File: config.mk
export PLATFORM = sky130hd
export DESIGN_NAME = sr_frame_loader
export DESIGN_NICKNAME = d
export VERILOG_FILES = /design/src/rtl/sr_frame_loader.sv
export SDC_FILE = /design/constraint.sdc
export NUM_CORES = 1
export LEC_CHECK = 0
export ABC_AREA = 1
export BUFFER_PORTS_ARGS = -buffer_cell sky130_fd_sc_hd__buf_4
export CAP_MARGIN = 15
export CORE_ASPECT_RATIO = 0.8
export CORE_MARGIN = 2
export CORE_UTILIZATION = 45
export CTS_BUF_LIST = sky130_fd_sc_hd__clkbuf_8
export CTS_CLUSTER_DIAMETER = 100
export DETAILED_ROUTE_END_ITERATION = 16
export GPL_ROUTABILITY_DRIVEN = 1
export GPL_TIMING_DRIVEN = 1
export PLACE_DENSITY_LB_ADDON = 0.12
export SETUP_SLACK_MARGIN = 0.1
export SYNTH_ARGS = -nofsm -noshare
export SYNTH_HDL_FRONTEND = slang
export SYNTH_SLANG_ARGS = --single-unit
File: constraint.sdc
create_clock -name clk -period 1.7 [get_ports clk]
set_clock_uncertainty 0.1 [all_clocks]
set_input_delay 0.34 -clock clk [delete_from_list [all_inputs] [get_ports clk]]
set_output_delay 0.34 -clock clk [all_outputs]
set_load 0.05 [all_outputs]
File: src/rtl/sr_frame_loader.sv
`default_nettype none
// =============================================================================
// Module   : sr_frame_loader
// Purpose  : Serialises a parallel word onto a bidirectional shift register's
//            d/en/dir inputs, then pulses done and observes an idle gap.
// Revision : 1.0
// =============================================================================
module sr_frame_loader #(
  parameter int MSB = 8,
  parameter int GAP = 1
) (
  input  logic           clk,
  input  logic           reset,
  input  logic [MSB-1:0] in_data,
  input  logic           in_dir,
  input  logic           in_valid,
  output logic           in_ready,
  input  logic           hold,
  output logic           d,
  output logic           en,
  output logic           dir,
  output logic           busy,
  output logic           done
);

  localparam int CW = $clog2(MSB + 1);
  localparam int IW = (MSB > 1) ? $clog2(MSB) : 1;
  localparam int GW = (GAP > 0) ? $clog2(GAP + 1) : 1;
  localparam logic [CW-1:0] C_LAST = CW'(MSB);
  localparam logic [GW-1:0] C_GAP  = GW'(GAP);

  localparam logic [1:0] S_IDLE  = 2'd0;
  localparam logic [1:0] S_SHIFT = 2'd1;
  localparam logic [1:0] S_GAP   = 2'd2;

  logic [1:0]     r_state;
  logic [1:0]     w_state_nxt;
  logic [CW-1:0]  r_cnt;
  logic [CW-1:0]  w_cnt_nxt;
  logic [CW-1:0]  w_cons;
  logic [GW-1:0]  r_gap;
  logic [GW-1:0]  w_gap_nxt;
  logic [MSB-1:0] r_shadow;
  logic [MSB-1:0] w_order;
  logic           r_d;
  logic           r_en;
  logic           r_dir;
  logic           r_done;
  logic           w_d_nxt;
  logic           w_en_nxt;
  logic           w_dir_nxt;
  logic           w_done_nxt;
  logic           w_load;
  logic           w_accept;
  logic           w_last;
  logic           w_bit;

  assign in_ready = (r_state == S_IDLE) && !hold;
  assign busy     = (r_state != S_IDLE);
  assign d        = r_d;
  assign en       = r_en;
  assign dir      = r_dir;
  assign done     = r_done;

  assign w_accept = in_valid && in_ready;
  // Bits consumed once this edge retires the currently enabled bit.
  assign w_cons   = r_cnt + CW'(r_en);
  assign w_last   = (w_cons == C_LAST);

  // Reorder the shadow word so index k holds the k-th bit to be sent.
  always_comb begin
    for (int k = 0; k < MSB; k++) begin
      w_order[k] = r_dir ? r_shadow[k] : r_shadow[MSB-1-k];
    end
  end
  assign w_bit = w_order[w_cons[IW-1:0]];

  always_ff @(posedge clk or negedge reset) begin
    if (!reset) begin
      r_state <= S_IDLE;
    end else begin
      r_state <= w_state_nxt;
    end
  end

  always_comb begin
    w_state_nxt = r_state;
    case (r_state)
      S_IDLE:  if (w_accept) w_state_nxt = S_SHIFT;
      S_SHIFT: if (w_last) w_state_nxt = (GAP > 0) ? S_GAP : S_IDLE;
      S_GAP:   if (r_gap <= GW'(1)) w_state_nxt = S_IDLE;
      default: w_state_nxt = S_IDLE;
    endcase
  end

  always_comb begin
    w_d_nxt    = 1'b0;
    w_en_nxt   = 1'b0;
    w_done_nxt = 1'b0;
    w_dir_nxt  = r_dir;
    w_cnt_nxt  = r_cnt;
    w_gap_nxt  = r_gap;
    w_load     = 1'b0;
    case (r_state)
      S_IDLE: begin
        if (w_accept) begin
          w_load    = 1'b1;
          w_dir_nxt = in_dir;
          w_d_nxt   = in_dir ? in_data[0] : in_data[MSB-1];
          w_en_nxt  = 1'b1;
          w_cnt_nxt = '0;
        end
      end
      S_SHIFT: begin
        w_cnt_nxt = w_cons;
        if (w_last) begin
          w_done_nxt = 1'b1;
          w_gap_nxt  = C_GAP;
        end else begin
          // A held bit stays presented on d but is not enabled.
          w_d_nxt  = w_bit;
          w_en_nxt = !hold;
        end
      end
      S_GAP: begin
        w_gap_nxt = r_gap - GW'(1);
      end
      default: begin
      end
    endcase
  end

  always_ff @(posedge clk or negedge reset) begin
    if (!reset) begin
      r_cnt    <= '0;
      r_gap    <= '0;
      r_shadow <= '0;
      r_d      <= 1'b0;
      r_en     <= 1'b0;
      r_dir    <= 1'b0;
      r_done   <= 1'b0;
    end else begin
      r_cnt  <= w_cnt_nxt;
      r_gap  <= w_gap_nxt;
      r_d    <= w_d_nxt;
      r_en   <= w_en_nxt;
      r_dir  <= w_dir_nxt;
      r_done <= w_done_nxt;
      if (w_load) begin
        r_shadow <= in_data;
      end
    end
  end

endmodule
`default_nettype wire
==> flow_summary.ini <==
[power_and_ir_drop]
ir_drop_mv = 1.11
p_per_area_nw_per_um2 = 1940
p_leak_nw = 0.629
p_total_mw = 2.38

[cells_and_area]
final_common_cell = nand2_1
final_area_um2 = 1230
area_growth_pct = 26.7
nNetsFinal = 163
layout_common_cells = nand2_1 (45), buf_4 (20), nand3_1 (19)
drive_above_1_share = 0.306
diodes = 0

[min_path]
hp-start = in_data[2]
worstHoldPathType = input port to flip-flop
whs_path_depth = 3
hold_end = r_shadow[2]

[synth]
yosysSeqAreaShare = 0.465
netlist_instances = 123
yosys-top-cells-area = dfrtp_1 (47%), nand2_1 (17%), nand3_1 (9.8%)
yosysTopAreaCell = dfrtp_1
yosysWarnings = 0
ys_types = 18
ys_ff_latch = 18
synthArstFlopShare = 1.00
synth-edff-count = 0
syn_area_um2 = 968
synth.top_cell.area_share = 0.465
syn-num-nets = 138
yosys_most_used_dff = dfrtp_1
postSynthAreaPerCell_um2 = 7.87

[worst_setup_path]
slowest_delay_ns = 0.40
r2r_end = d
critPathCaptureType = output pin
r2r_slack_ns = 0.17
reg2reg_depth = 8
crit_family = flip-flops
slowest_stage = dfrtp_1
worstPathMaxFanout = 2
critPathLaunchType = flip-flop
setup.worst_path.class = flip-flop to output pin
required_ns = 1.26
arrival_ns = 1.11
rr_startpoint = en
crit_chain = nor2_2, inv_1, nor2_4, buf_6
critPathBufInv = 2

[drt]
drt_iter0_markers = 33
avgViaCountPerCell = 5.09
route.detailed.drc = 0
ant_nets = 0
drt_pre_antenna_iters = 4
wl_um = 1940
wire_per_inst_um = 11.4
vias = 870

[timing]
holdWs_ns = 0.175
setup_viol = 0
slew_viol_final = 0
tightest_slew_ns = 0.238
rsz0062_at_grt = true
hold_violations = 0
final.setup.tns_ns = 0
period_share = 0.909
fin_crit_ns = 1.55
fmax_mhz = 647
maxSlewHeadroom = 0.842

[clock_network]
clkSlewWorstSetupHoldPaths_ns = 0.07
cts_buffers = 3
clock_sink_count = 18
htreeDepth = 1
clkLatencyLatePin_ns = 0.26
clockRootBuffer = clkbuf_8
clk_path_buf_depth = 2
cts_tree = built

[global_routing]
grt_pass1_wl_um = 3530
grt-ovfl-total = 0
track_usage = 0.186
antenna_found_initial = 0
grt_max_degree = 19
grt_pass1_vias = 803

[floorplanning]
rows = 14
die_h_um = 45.5
start_util = 0.494
ios = 19
die_w_um = 55.9
die-area_um2 = 2540
core-area_um2 = 1960

[placement]
place_congestion = 0.781
dpl-instance-area_um2 = 1140
dpl.hpwl_um = 1440
numPortBuffers = 18

[run]
maxCapViolCount = 0

[outcome]
status = complete, no violations
==> cells in the mapped netlist, types with 2 or more instances <==
cell type / count
inv_2: 3
nand2_1: 45
nand3_1: 19
nand2_2: 3
dfrtp_1: 18
nor2_1: 3
nor2_2: 5
buf_6: 2
ha_1: 2
inv_1: 10
o21ai_0: 6
==> power breakdown <==
part / switching, mW / leakage [nW] / internal (mW)
clock network: 0.139 / 0.0269 / 0.161
registers: 0.180 / 0.226 / 0.610
logic: 0.776 / 0.376 / 0.516
total: 1.09 / 0.629 / 1.29
==> cells by family (layout without fill, tap and decap cells) <==
group / after synthesis / in the layout / share of synthesized area
adders and majority gates: 2 / 2 / 0.0258
buffers and inverters: 16 / 40 / 0.0827
and+or+nand+nor: 78 / 78 / 0.371
DFF: 18 / 18 / 0.465
AOI/OAI and AO/OA: 9 / 9 / 0.0556
==> repair_timing <==
action,in CTS,in global routing
resized for setup,1,1
hold endpoints to repair,18,0
endpoints found under the setup margin,1,3
pin swaps,1,1
hold buffers,1,0
setup buffers,1,2
==> area by class of cell <==
class	instances	area (um^2)
clock buffers	3	41.3
well taps	24	30.0
multi-input cells	89	470
clock inverters	1	3.75
flip-flops and latches	18	453
inverters	14	57.6
fillers	178	734
repair buffers	22	171
==> per-layer routing <==
layer  routed length [um]  up-vias  global-route usage
met5                    0        -                   0
met4                   34        0              0.0714
met3                  144        4              0.0625
met2                  841       25               0.290
met1                  922      399               0.243
li1                     -      442                   -
==> registers in the layout, summed over array words and instances, names as in the netlist <==
name,cells
dir,1
d,1
r_shadow,8
r_state,2
done,1
r_cnt,4
en,1
==> how the worst max path moves through the flow <==
| stage | cells after the start | start | to | slack (ns) |
|---|---|---|---|---|
| 2_1_floorplan | 8 | en | d | 0.12 |
| 3_3_place_gp | 8 | en | d | 0.22 |
| 3_5_place_dp | 8 | r_cnt[0] | d | 0.18 |
| 4_1_cts | 1 | dir | dir | 0.12 |
| 5_1_grt | 4 | r_state[1] | in_ready | 0.07 |
| 6_report | 4 | r_state[1] | in_ready | 0.15 |
==> worst min-delay path, stage by stage <==
cell and delay, ns:
buf_4 0.07, nand2_1 0.04, nand2_1 0.04
==> per-stage QoR <==
stage / worst slack, ns / instances / utilization
after floorplan: 0.115 / 123 / -
after global placement: 0.216 / 163 / 0.584
after detailed placement: 0.176 / 163 / 0.584
after CTS: 0.120 / 169 / 0.617
after global routing: 0.0701 / 171 / 0.626
final: 0.154 / 171 / 0.626
No activity file was read; power rests on OpenSTA's default activity.
